===== config.mk =====
export PLATFORM = sky130hd
export DESIGN_NAME = pipeline_hazard_ctrl
export DESIGN_NICKNAME = d
export VERILOG_FILES = /design/src/rtl/pipeline_hazard_ctrl_pkg.sv /design/src/rtl/pipeline_hazard_ctrl_mem_wait.sv /design/src/rtl/pipeline_hazard_ctrl.sv
export SDC_FILE = /design/constraint.sdc
export NUM_CORES = 1
export LEC_CHECK = 0
export ABC_CLOCK_PERIOD_IN_PS = 2740
export CAP_MARGIN = 20
export CORE_ASPECT_RATIO = 0.7
export CORE_MARGIN = 8
export CORE_UTILIZATION = 48
export DETAILED_ROUTE_END_ITERATION = 8
export PLACE_DENSITY_LB_ADDON = 0.1
export SETUP_SLACK_MARGIN = 0.02
export SLEW_MARGIN = 40
export SYNTH_ARGS = -nofsm -noshare
export SYNTH_HDL_FRONTEND = slang
export SYNTH_SLANG_ARGS = --single-unit

===== constraint.sdc =====
create_clock -name clk -period 2.74 [get_ports clk]
set_input_delay 0.548 -clock clk [delete_from_list [all_inputs] [get_ports clk]]
set_output_delay 0.548 -clock clk [all_outputs]
set_load 0.03 [all_outputs]

===== src/rtl/pipeline_hazard_ctrl_pkg.sv =====
// Shared encodings for the pipeline hazard controller: forwarding selects,
// the load result-source code, the memory-wait FSM states and the
// forwarding priority function.
package pipeline_ctrl_pkg;

    localparam logic [1:0] FWD_RF = 2'b00;
    localparam logic [1:0] FWD_W  = 2'b01;
    localparam logic [1:0] FWD_M  = 2'b10;

    localparam logic [1:0] RESULT_SRC_LOAD = 2'b01;

    typedef enum logic {
        IDLE = 1'b0,
        WAIT = 1'b1
    } memState_t;

    // Forward select for one E-stage source operand. M is younger than W,
    // so it wins when both hold the register. x0 is never forwarded.
    function automatic logic [1:0] fwdSelect(
        input logic [4:0] rsE,
        input logic [4:0] rdM,
        input logic       regWriteM,
        input logic [4:0] rdW,
        input logic       regWriteW
    );
        if (regWriteM && (rdM != 5'd0) && (rdM == rsE)) begin
            return FWD_M;
        end else if (regWriteW && (rdW != 5'd0) && (rdW == rsE)) begin
            return FWD_W;
        end else begin
            return FWD_RF;
        end
    endfunction

endpackage


===== src/rtl/pipeline_hazard_ctrl_mem_wait.sv =====
// Data-memory wait tracker. Counts stall cycles for the access in M and
// force-releases it after MEM_TIMEOUT cycles, latching a sticky MemError.
//
// Handshake: MemAccessM is held high by the pipeline while a load/store sits
// in M; the access completes in the cycle where MemAccessM && MemReady are
// both high. MemReady is not required to stay high and carries no meaning
// when MemAccessM is low.
//
// The whole FSM state lives in one packed struct (r) so state, wait count and
// error flag can be probed together.
module mem_wait_fsm
    import pipeline_ctrl_pkg::*;
#(
    parameter int MEM_TIMEOUT = 16
) (
    input  logic clk,
    input  logic rst,
    input  logic MemAccessM,
    input  logic MemReady,
    output logic memStall,
    output logic MemError
);

    localparam int CW = $clog2(MEM_TIMEOUT + 1);
    localparam logic [CW-1:0] TIMEOUT_CNT = CW'(MEM_TIMEOUT);
    localparam logic [CW-1:0] CNT_ONE     = CW'(1);

    typedef struct packed {
        memState_t     state;
        logic [CW-1:0] waitCnt;
        logic          memError;
    } memWaitRegs_t;

    memWaitRegs_t r;
    memWaitRegs_t rNext;
    logic         timeoutHit;

    // State register; reset aborts any wait without flagging an error.
    always_ff @(posedge clk) begin
        if (rst) begin
            r <= '{state: IDLE, waitCnt: '0, memError: 1'b0};
        end else begin
            r <= rNext;
        end
    end

    // Next-state, timeout detection and stall request.
    always_comb begin
        rNext      = r;
        timeoutHit = (r.state == WAIT) && (r.waitCnt == TIMEOUT_CNT);
        memStall   = MemAccessM && !MemReady && !timeoutHit;
        case (r.state)
            IDLE: begin
                if (MemAccessM && !MemReady) begin
                    rNext.state   = WAIT;
                    rNext.waitCnt = CNT_ONE;
                end
            end
            WAIT: begin
                if (MemReady || timeoutHit) begin
                    rNext.state   = IDLE;
                    rNext.waitCnt = '0;
                    if (timeoutHit) begin
                        rNext.memError = 1'b1;
                    end
                end else begin
                    rNext.waitCnt = r.waitCnt + CNT_ONE;
                end
            end
            default: begin
                rNext.state   = IDLE;
                rNext.waitCnt = '0;
            end
        endcase
    end

    assign MemError = r.memError;

endmodule


===== src/rtl/pipeline_hazard_ctrl.sv =====
// Hazard and sequencing controller for the 5-stage F/D/E/M/W pipeline:
// E-stage forwarding, load-use stalls, taken-branch flushes, data-memory
// wait with timeout, and stall/flush performance counters.
module pipeline_hazard_ctrl
    import pipeline_ctrl_pkg::*;
#(
    parameter int MEM_TIMEOUT = 16,
    parameter int CNT_W       = 32
) (
    input  logic             clk,
    input  logic             rst,
    input  logic [4:0]       Rs1D,
    input  logic [4:0]       Rs2D,
    input  logic [4:0]       Rs1E,
    input  logic [4:0]       Rs2E,
    input  logic [4:0]       RdE,
    input  logic [4:0]       RdM,
    input  logic [4:0]       RdW,
    input  logic             RegWriteM,
    input  logic             RegWriteW,
    input  logic [1:0]       ResultSrcE,
    input  logic             PCSrcE,
    input  logic             MemAccessM,
    input  logic             MemReady,
    output logic [1:0]       ForwardAE,
    output logic [1:0]       ForwardBE,
    output logic             StallF,
    output logic             StallD,
    output logic             StallE,
    output logic             StallM,
    output logic             FlushD,
    output logic             FlushE,
    output logic             FlushW,
    output logic             MemError,
    output logic [CNT_W-1:0] StallCycles,
    output logic [CNT_W-1:0] FlushCycles
);

    localparam logic [CNT_W-1:0] CNT_ONE = CNT_W'(1);

    logic memStall;
    logic lwStall;

    mem_wait_fsm #(
        .MEM_TIMEOUT(MEM_TIMEOUT)
    ) uMemWait (
        .clk       (clk),
        .rst       (rst),
        .MemAccessM(MemAccessM),
        .MemReady  (MemReady),
        .memStall  (memStall),
        .MemError  (MemError)
    );

    // Load in E whose destination is read by the instruction in D.
    always_comb begin
        lwStall = (ResultSrcE == RESULT_SRC_LOAD) && (RdE != 5'd0) &&
                  ((RdE == Rs1D) || (RdE == Rs2D));
    end

    // Forwarding muxes for both E operands; parked on the register file in reset.
    always_comb begin
        ForwardAE = FWD_RF;
        ForwardBE = FWD_RF;
        if (!rst) begin
            ForwardAE = fwdSelect(Rs1E, RdM, RegWriteM, RdW, RegWriteW);
            ForwardBE = fwdSelect(Rs2E, RdM, RegWriteM, RdW, RegWriteW);
        end
    end

    // Stall/flush outputs. A memory stall freezes F..M and bubbles W; any
    // branch flush waits because E (and PCSrcE) is frozen with it.
    always_comb begin
        StallF = 1'b0;
        StallD = 1'b0;
        StallE = 1'b0;
        StallM = 1'b0;
        FlushD = 1'b0;
        FlushE = 1'b0;
        FlushW = 1'b0;
        if (rst) begin
            FlushD = 1'b1;
            FlushE = 1'b1;
            FlushW = 1'b1;
        end else if (memStall) begin
            StallF = 1'b1;
            StallD = 1'b1;
            StallE = 1'b1;
            StallM = 1'b1;
            FlushW = 1'b1;
        end else begin
            StallF = lwStall;
            StallD = lwStall;
            FlushE = lwStall || PCSrcE;
            FlushD = PCSrcE;
        end
    end

    // Performance counters; they wrap naturally at 2^CNT_W.
    always_ff @(posedge clk) begin
        if (rst) begin
            StallCycles <= '0;
            FlushCycles <= '0;
        end else begin
            if (StallF) begin
                StallCycles <= StallCycles + CNT_ONE;
            end
            if (FlushE) begin
                FlushCycles <= FlushCycles + CNT_ONE;
            end
        end
    end

endmodule


==> flow_metrics.py, run 1 <==
metrics = {
    "outcome": {
        "status": "finished, final reports clean",
    },
    "detailed_routing": {
        "vias": 4304,
        "ant_nets": 0,
        "wl_per_cell_um": 15.90,
        "wl_um": 11750,
        "drc": 0,
        "vias_per_cell": 5.824,
        "drt_first_pass_iters": 4,
        "dr.first_iter.drc_count": 310,
    },
    "die": {
        "top_level_ports": 120,
        "row_count": 28,
        "die_x_um": 126.2,
        "fp.dieH_um": 93.18,
        "initial_core_util": 0.4877,
        "design.core.area_um2": 8373,
        "die_area_um2": 11760,
    },
    "clock_network": {
        "cts_made_buffers": 9,
        "clk_transition_reported_paths_ns": 0.06,
        "worst_skew_pair.late_latency_ns": 0.33,
        "clockBufferDepth": 2,
        "cts_tree": "done",
        "clock_sinks": 71,
        "cts_root_buffer": "clkbuf_16",
        "htreeDepth": 3,
    },
    "setup_path": {
        "path_class": "in -> out",
        "crit_path_start": "RdE[1]",
        "worst_r2r_endpoint": "StallCycles[24]",
        "start_kind": "primary input",
        "cp_data_arrival_time_ns": 2.17,
        "critical_path.max_fanout": 3,
        "r2r_setup_slack_ns": 0.34,
        "crit_end": "FlushE",
        "r2r_start": "StallCycles[3]",
        "end_kind": "output port",
        "cp.required_ns": 2.19,
        "rr_worst_depth": 6,
    },
    "yosys": {
        "postSynthCellCount": 489,
        "synth-edff-count": 0,
        "synth_top_area_share": 0.3480,
        "synth_area_um2": 4084,
        "syn_avg_cell_area_um2": 8.352,
        "synth_seq_cells": 71,
        "yosysTopAreaCell": "dfxtp_1",
        "ys_top_cells_by_count": "71 x dfxtp_1, 63 x a21oi_1, 46 x or4_1",
        "ys_types": 48,
        "synthTopCellsByArea": "dfxtp_1 35%, or4_1 8.5%, a21oi_1 7.7%, o31ai_1 7.4%, xnor2_1 4.3%",
        "ys_warn_count": 0,
        "ys.flop_type": "dfxtp_1",
        "seq_area_frac_synth": 0.3480,
        "yosysMostFrequentCell": "dfxtp_1",
        "synth_fp_nets": 537,
        "async_flop_share": 0,
    },
    "placed_design": {
        "dp.cells": 721,
        "numPortBuffers": 119,
        "pre_cts_slack_ns": -0.4585,
        "hpwl_um": 8519,
        "gp_congestion": 0.7897,
    },
    "pwr": {
        "ir_drop_mv": 0.3534,
        "report.power.total_mw": 2.510,
        "leakage_nw": 1.891,
        "powerDensity_nw_per_um2": 430.2,
    },
    "grt": {
        "grt-ovfl-total": 0,
        "grt_pass1_vias": 4146,
        "grtUsageTotal": 0.1968,
        "antenna_found_initial": 0,
        "grt_max_degree": 63,
        "grt_pass1_wl_um": 19600,
    },
    "sta": {
        "hold_viol_final": 0,
        "rsz0062_at_grt": "true",
        "fin_crit_sh": 0.9907,
        "fmax_mhz": 368.4,
        "fin_skew_ns": 0.008335,
        "tightestPinTransition_ns": 0.6374,
        "hold-worst-slack_ns": 0.4662,
        "period_minus_slack_ns": 2.714,
        "setup_viol_count_final": 0,
        "setup_ws_ns": 0.02551,
        "maxSlewViolCount": 0,
        "slew_headroom": 0.5718,
    },
    "final_layout": {
        "final_nets": 677,
        "area_delta_synth_final_pct": 42.86,
        "n_fill_cell": 700,
        "drive_gt1_frac": 0.1467,
        "antenna_cells": 0,
        "stdcell_count": 739,
    },
    "job": {
        "maxCapViolCount": 0,
    },
    "worst_hold_path": {
        "hp-class": "reg -> reg",
        "holdPathStages": 2,
    },
}
[report_power, final]
part / switching, mW / internal [mW] / leakage (nW)
Sequential: 0.00891 / 1.04 / 0.573
Combinational: 0.162 / 0.152 / 1.18
Clock: 0.445 / 0.702 / 0.142
[timing repair]
item	CTS	global route
setup buffers	1	1
endpoints found under the setup margin	9	7
gates resized for setup	37	14
hold buffers	0	0
pin swaps	7	5
[registers in the layout (all words and copies together) (netlist names)]
| register | cells |
|---|---|
| FlushCycles | 32 |
| StallCycles | 32 |
| uMemWait.MemError | 1 |
| uMemWait.r | 6 |
[kinds of logic after synthesis]
| kind of cell | count (synthesis) | share of synthesized area |
|---|---|---|
| muxes | 2 | 0.004902 |
| xor gates and xnor gates | 32 | 0.06863 |
| AOI/OAI and AO/OA | 138 | 0.2160 |
| and+or+nand+nor | 195 | 0.2895 |
| adders and majority gates | 4 | 0.01226 |
| DFF | 71 | 0.3480 |
| buffers and inverters | 47 | 0.06066 |
[per-layer routing]
metal	global-route usage	wire length (µm)
met1	0.2333	5258
met3	0.08011	997
met2	0.3295	5419
met4	0.04387	74
met5	0	0
[critical path, cell delays in order]
cell,delay (ns)
clkdlybuf4s50_1,0.42
or4_4,0.56
nor2_4,0.12
nor3b_4,0.07
a31oi_4,0.18
nand2b_1,0.11
buf_6,0.15
[layout make-up]
class                      count  area [µm²]  area share
sequential                    71        1421      0.2436
timing repair buffer         161        1465      0.2511
inverter                      15       56.30    0.009650
clock inverter                 6       61.31     0.01051
multi-input combinational    371        2470      0.4233
clock buffer                  10       229.0     0.03925
tap                          105       131.4     0.02252
[how the worst min path moves through the flow]
stage | start | end | slack (ns)
3_5_place_dp | uMemWait.MemError | uMemWait.MemError | 0.45
6_report | uMemWait.MemError | uMemWait.MemError | 0.47
4_1_cts | uMemWait.MemError | uMemWait.MemError | 0.47
2_1_floorplan | uMemWait.r[5] | uMemWait.r[5] | 0.48
5_1_grt | uMemWait.MemError | uMemWait.MemError | 0.49
3_3_place_gp | uMemWait.MemError | uMemWait.MemError | 0.44
[cell usage in the layout (no fill, tap or decap), drive strengths merged, types with 3 or more instances in the layout]
cell	synthesis	routed
nor3	4	4
inv	14	14
nor2b	5	5
clkdlybuf4s50	0	92
clkbuf	15	11
nand4	19	19
xor2	12	12
nor4	7	7
o21ai	21	21
or3	18	18
dlygate4sd2	0	13
nand3	31	31
nor2	23	23
xnor2	20	20
or2	4	4
dfxtp	71	71
and4	5	5
buf	17	52
clkinv	1	5
and3	3	3
nand2	22	22
ha	4	4
o31ai	40	40
a21oi	65	65
or4	46	46
[through the flow]
step	TNS [ns]	instance area, µm²	utilization
6_report	0	5834	0.6968
2_1_floorplan	0	4099	-
4_1_cts	-0.1293	5804	0.6932
3_5_place_dp	-9.102	5510	0.6581
3_3_place_gp	-6.443	5510	0.6581
5_1_grt	-0.01265	5834	0.6968
No activity file was read; power rests on OpenSTA's default activity.
==> run 2, diff against run 1 <==
--- a/config.mk
+++ b/config.mk
@@ -11,8 +11,11 @@
 export CORE_MARGIN = 8
 export CORE_UTILIZATION = 48
 export DETAILED_ROUTE_END_ITERATION = 8
+export HOLD_SLACK_MARGIN = 0.06
 export PLACE_DENSITY_LB_ADDON = 0.1
+export REMOVE_ABC_BUFFERS = 1
 export SETUP_SLACK_MARGIN = 0.02
+export SKIP_LAST_GASP = 1
 export SLEW_MARGIN = 40
 export SYNTH_ARGS = -nofsm -noshare
 export SYNTH_HDL_FRONTEND = slang
==> run 2 against run 1 <==
  * Clock-buffer cell count grew 4
  * Maximum frequency grew 0.48%
  * Register-to-register slack gained 0.04 ns
  * Critical endpoint is now StallD
  * Largest cell class unchanged
==> flow_metrics.py, run 2 (synthesized netlist as in run 1, its figures left out) <==
metrics = {
    "final_layout": {
        "largestRegisters": "FlushCycles: 32 flops, StallCycles: 32 flops, uMemWait.r: 6 flops",
        "multi_input_area_um2": 2445,
        "n_fill_cell": 691,
        "fin_area_um2": 5819,
        "stdcell_count": 738,
        "fin_util": 0.6950,
        "drive_gt1_frac": 0.1406,
        "antenna_cells": 0,
        "final_nets": 676,
        "final_common_cell": "clkdlybuf4s50_1",
        "mostFrequentLayoutCells": "93 x clkdlybuf4s50_1, 71 x dfxtp_1, 63 x a21oi_1",
        "area_delta_synth_final_pct": 42.49,
        "regArea_um2": 1421,
    },
    "die": {
        "die_x_um": 126.2,
        "initial_core_util": 0.4877,
        "top_level_ports": 120,
        "design.core.area_um2": 8373,
        "row_count": 28,
        "fp.dieH_um": 93.18,
        "die_area_um2": 11760,
    },
    "sta": {
        "fin_crit_sh": 0.9860,
        "fmax_mhz": 370.2,
        "hold_viol_final": 0,
        "tightestPinTransition_ns": 0.5284,
        "slew_headroom": 0.6477,
        "fin_skew_ns": 0.007383,
        "hold-worst-slack_ns": 0.4492,
        "setup_ws_ns": 0.03849,
        "period_minus_slack_ns": 2.702,
        "fin_tns_setup_ns": 0,
        "setup_viol_count_final": 0,
        "maxSlewViolCount": 0,
        "rsz0062_at_grt": "true",
    },
    "setup_path": {
        "critPathTopFamily": "simple AND/OR/NAND/NOR gates",
        "end_kind": "output port",
        "slowest_stage": "or4_1",
        "worst_r2r_endpoint": "StallCycles[30]",
        "critical_path.max_fanout": 3,
        "crit_path_start": "RdE[2]",
        "cp.required_ns": 2.19,
        "worst_path_largest_cell_delay_ns": 0.53,
        "crit_cells": 7,
        "cp_data_arrival_time_ns": 2.15,
        "worstPathCellList": "clkdlybuf4s50_1, or4_1, nor2_2, nor3b_4, a21oi_4, nor2_1, clkbuf_2",
        "r2r_start": "StallCycles[3]",
        "start_kind": "primary input",
        "crit_end": "StallD",
        "path_class": "in -> out",
        "r2r_setup_slack_ns": 0.38,
        "rr_worst_depth": 6,
        "path_buf_inv": 2,
    },
    "clock_network": {
        "htreeDepth": 3,
        "hold_buffers": 0,
        "cts_tree": "done",
        "clock_sinks": 71,
        "worst_skew_pair.late_latency_ns": 0.32,
        "clk_transition_reported_paths_ns": 0.05,
        "cts_made_buffers": 9,
        "clockBufferDepth": 2,
        "cts_root_buffer": "clkbuf_16",
    },
    "job": {
        "maxCapViolCount": 0,
    },
    "pwr": {
        "powerDensity_nw_per_um2": 428.2,
        "report.power.total_mw": 2.492,
        "ir_drop_mv": 0.3074,
        "leakage_nw": 1.888,
    },
    "placed_design": {
        "gp_congestion": 0.8282,
        "dpl_cell_area_um2": 5518,
        "numPortBuffers": 119,
        "pre_cts_slack_ns": -0.4204,
        "dp.cells": 722,
        "hpwl_um": 8798,
    },
    "grt": {
        "grt-ovfl-total": 0,
        "grt_pass1_vias": 4136,
        "grt_max_degree": 63,
        "grtUsageTotal": 0.1981,
        "antenna_found_initial": 0,
        "grt_pass1_wl_um": 19560,
    },
    "detailed_routing": {
        "dr.first_iter.drc_count": 316,
        "wl_per_cell_um": 16.22,
        "wl_um": 11970,
        "vias": 4392,
        "vias_per_cell": 5.951,
        "drt_first_pass_iters": 5,
        "ant_nets": 0,
        "drc": 0,
    },
    "worst_hold_path": {
        "hp-class": "reg -> reg",
        "holdPathStages": 2,
    },
    "outcome": {
        "status": "finished, final reports clean",
    },
}
run 2: cell types whose count changed in the layout (fill, tap and decap cells not counted), moves of 3 or more:
cell and delta:
clkbuf_8 +4, or4_4 -3, buf_4 -5, or4_1 +3
run 2: worst min path at each step:
stage | startpoint | end | slack [ns]
detailed placement | uMemWait.MemError | uMemWait.MemError | 0.45
floorplan | uMemWait.r[5] | uMemWait.r[5] | 0.48
global placement | uMemWait.MemError | uMemWait.MemError | 0.44
CTS | uMemWait.MemError | uMemWait.MemError | 0.46
global route | uMemWait.MemError | uMemWait.MemError | 0.48
finish | uMemWait.MemError | uMemWait.MemError | 0.45
run 2: where the power goes:
group	switching [mW]	internal, mW
Combinational	0.162	0.153
Sequential	0.00927	1.04
Clock	0.416	0.710
Total	0.588	1.90
run 2: metal layers:
metal / vias to the layer above / global-route usage / wire (µm)
li1: 2159 / - / -
met1: 2093 / 0.2475 / 5307
met2: 131 / 0.3232 / 5691
met3: 9 / 0.06989 / 869
met4: 0 / 0.04487 / 99
met5: - / 0 / 0
run 2: tightest hold or removal path, stage by stage, from the launching register on:
cell and delay (ns):
dfxtp_1 0.31, inv_1 0.05, a21oi_1 0.05
run 2: cell type report:
type / instances / share of cell area
inverters: 15 / 0.009675
multi-input cells: 371 / 0.4201
repair buffers: 160 / 0.2524
clock inverters: 2 / 0.002150
flip-flops and latches: 71 / 0.2442
clock buffers: 14 / 0.04881
well taps: 105 / 0.02258
run 2: repair_timing:
| item | CTS | global route |
|---|---|---|
| hold endpoints to repair | 0 | 0 |
| setup endpoints to repair | 8 | 6 |
| pin swaps | 7 | 8 |
| gates resized for setup | 45 | 10 |
| buffers inserted | 0 | 0 |
==> run 3, diff against run 2 <==
==> constraint.sdc (replaced) <==
create_clock -name clk -period 2.74 [get_ports clk]
set_input_delay 0.548 -clock clk [delete_from_list [all_inputs] [get_ports clk]]
set_output_delay 0.548 -clock clk [all_outputs]
set_load 0.005 [all_outputs]
==> run 3 against run 2 <==
  * The flow now finishes with violations (setup timing)
  * Setup slack lost 0.053 ns
  * Sequential power is essentially flat
  * Maximum frequency shrank 1.9%
  * Die area is the same
  * Clock-buffer cell count shrank 1
  * Utilization grew 0.060 points
  * Highest routed layer unchanged
  * Global-route usage shrank 0.16 points
  * Register-to-register slack lost 0.02 ns
  * Largest power group unchanged
==> flow_metrics.py, run 3 (synthesized netlist as in run 1, its figures left out) <==
metrics = {
    "pwr": {
        "leakage_nw": 1.891,
        "p_sw_frac": 0.2321,
        "seq_power_share": 0.419,
        "p_int_mw": 1.925,
        "p_comb_frac": 0.119,
        "p_sw_uw": 581.6,
        "powerDensity_nw_per_um2": 430.3,
        "clock_power_share": 0.462,
        "ir_drop_mv": 0.3141,
    },
    "setup_path": {
        "cp.required_ns": 2.19,
        "rr_worst_depth": 6,
        "path_class": "in -> out",
        "cp_data_arrival_time_ns": 2.21,
        "start_kind": "primary input",
        "worst_r2r_endpoint": "StallCycles[24]",
        "end_kind": "output port",
        "r2r_setup_slack_ns": 0.36,
        "crit_path_start": "RegWriteW",
        "crit_end": "ForwardAE[0]",
        "critical_path.max_fanout": 2,
        "r2r_start": "StallCycles[3]",
    },
    "final_layout": {
        "area_delta_synth_final_pct": 42.62,
        "fin_util": 0.6956,
        "multi_input_area_um2": 2459,
        "final_common_cell": "clkdlybuf4s50_1",
        "fin_area_um2": 5824,
        "mostFrequentLayoutCells": "101 x clkdlybuf4s50_1, 71 x dfxtp_1, 63 x a21oi_1",
        "drive_gt1_frac": 0.1306,
        "largestRegisters": "FlushCycles: 32 flops, StallCycles: 32 flops, uMemWait.r: 6 flops",
        "n_fill_cell": 668,
        "final_nets": 671,
        "regArea_um2": 1421,
        "antenna_cells": 0,
    },
    "grt": {
        "grt-ovfl-total": 0,
        "grt_max_degree": 54,
        "grt_pass1_wl_um": 19130,
        "grtUsageTotal": 0.1965,
        "grt_pass1_vias": 3982,
        "antenna_found_initial": 0,
    },
    "die": {
        "top_level_ports": 120,
        "fp.dieH_um": 93.18,
        "row_count": 28,
        "design.core.area_um2": 8373,
        "die_area_um2": 11760,
        "die_x_um": 126.2,
        "initial_core_util": 0.4877,
    },
    "clock_network": {
        "cts_tree": "done",
        "cts_root_buffer": "clkbuf_16",
        "clock_sinks": 71,
        "clockBufferDepth": 2,
        "clk_transition_reported_paths_ns": 0.06,
        "cts_made_buffers": 9,
        "htreeDepth": 3,
        "worst_skew_pair.late_latency_ns": 0.33,
    },
    "placed_design": {
        "gp_congestion": 0.7914,
        "hpwl_um": 8735,
        "dpl_cell_area_um2": 5498,
        "numPortBuffers": 119,
    },
    "outcome": {
        "violations": "setup timing",
        "status": "finished with violations",
    },
    "sta": {
        "hold-worst-slack_ns": 0.4483,
        "setup_ws_ns": -0.01479,
        "maxSlewViolCount": 0,
        "slew_headroom": 0.6610,
        "fin_tns_setup_ns": -0.01479,
        "fmax_mhz": 363.0,
        "tightestPinTransition_ns": 0.5086,
        "setup_viol_count_final": 1,
        "rsz0062_at_grt": "true",
        "fin_skew_ns": 0.01049,
        "period_minus_slack_ns": 2.755,
        "fin_crit_sh": 1.005,
        "hold_viol_final": 0,
    },
    "detailed_routing": {
        "wl_per_cell_um": 16.67,
        "wl_um": 12220,
        "ant_nets": 0,
        "vias_per_cell": 5.888,
        "drt_first_pass_iters": 4,
        "drc": 0,
        "vias": 4316,
        "dr.first_iter.drc_count": 364,
    },
    "worst_hold_path": {
        "hp-class": "reg -> reg",
    },
    "job": {
        "maxCapViolCount": 0,
    },
}
-- run 3: cell types whose count changed in the layout (fill, tap and decap cells not counted), moves of 3 or more --
cell	change
clkdlybuf4s50_1	+8
dlygate4sd2_1	-4
clkbuf_8	-3
dlymetal6s2s_1	+3
buf_4	-10
-- run 3: timing repair --
action,4_1_cts,5_1_grt
hold buffers,0,0
hold endpoints to repair,0,0
resized for setup,29,17
setup buffers,0,1
pin swaps,9,5
endpoints found under the setup margin,8,13
-- run 3: power groups by stage --
stage	combinational, mW	clock [mW]	sequential [mW]
CTS	0.291	1.18	1.05
finish	0.299	1.16	1.05
global route	0.320	1.22	1.05
detailed placement	0.293	0	1.07
global placement	0.285	0	1.07
floorplan	0.107	0	1.07
-- run 3: how the worst min path moves through the flow --
| stage | endpoint | depth (start not counted) | from |
|---|---|---|---|
| finish | uMemWait.MemError | 2 | uMemWait.MemError |
| global placement | uMemWait.MemError | 2 | uMemWait.MemError |
| floorplan | uMemWait.MemError | 2 | uMemWait.MemError |
| CTS | uMemWait.MemError | 2 | uMemWait.MemError |
| global route | uMemWait.MemError | 2 | uMemWait.MemError |
| detailed placement | uMemWait.MemError | 2 | uMemWait.MemError |
-- run 3: metal layers --
| metal | vias to the layer above | track usage | wire length, µm |
|---|---|---|---|
| met5 | - | 0 | 0 |
| met4 | 0 | 0.06680 | 257 |
| met3 | 21 | 0.06648 | 942 |
| met2 | 141 | 0.3165 | 5666 |
| met1 | 2010 | 0.2426 | 5354 |
| li1 | 2144 | - | - |
-- run 3: final cells by class --
type                    instances  area share
repair buffers                155      0.2513
multi-input cells             371      0.4221
well taps                     105     0.02256
flip-flops and latches         71      0.2440
inverters                      15    0.009667
clock buffers                  13     0.04296
clock inverters                 3    0.007304
-- run 3: through the flow --
| stage | worst slack [ns] | std cells | total power [mW] |
|---|---|---|---|
| 2_1_floorplan | -0.02234 | 457 | 1.177 |
| 4_1_cts | -0.08996 | 732 | 2.521 |
| 5_1_grt | -0.06784 | 733 | 2.595 |
| 6_report | -0.01479 | 733 | 2.506 |
| 3_3_place_gp | -0.4714 | 716 | 1.356 |
| 3_5_place_dp | -0.5117 | 716 | 1.365 |
-- run 3: critical path, cell delays in order --
cell and delay, ns:
clkdlybuf4s50_1 0.45, nor2b_1 0.11, o21ai_1 0.08, or4_4 0.55, nor4_2 0.31, buf_2 0.17
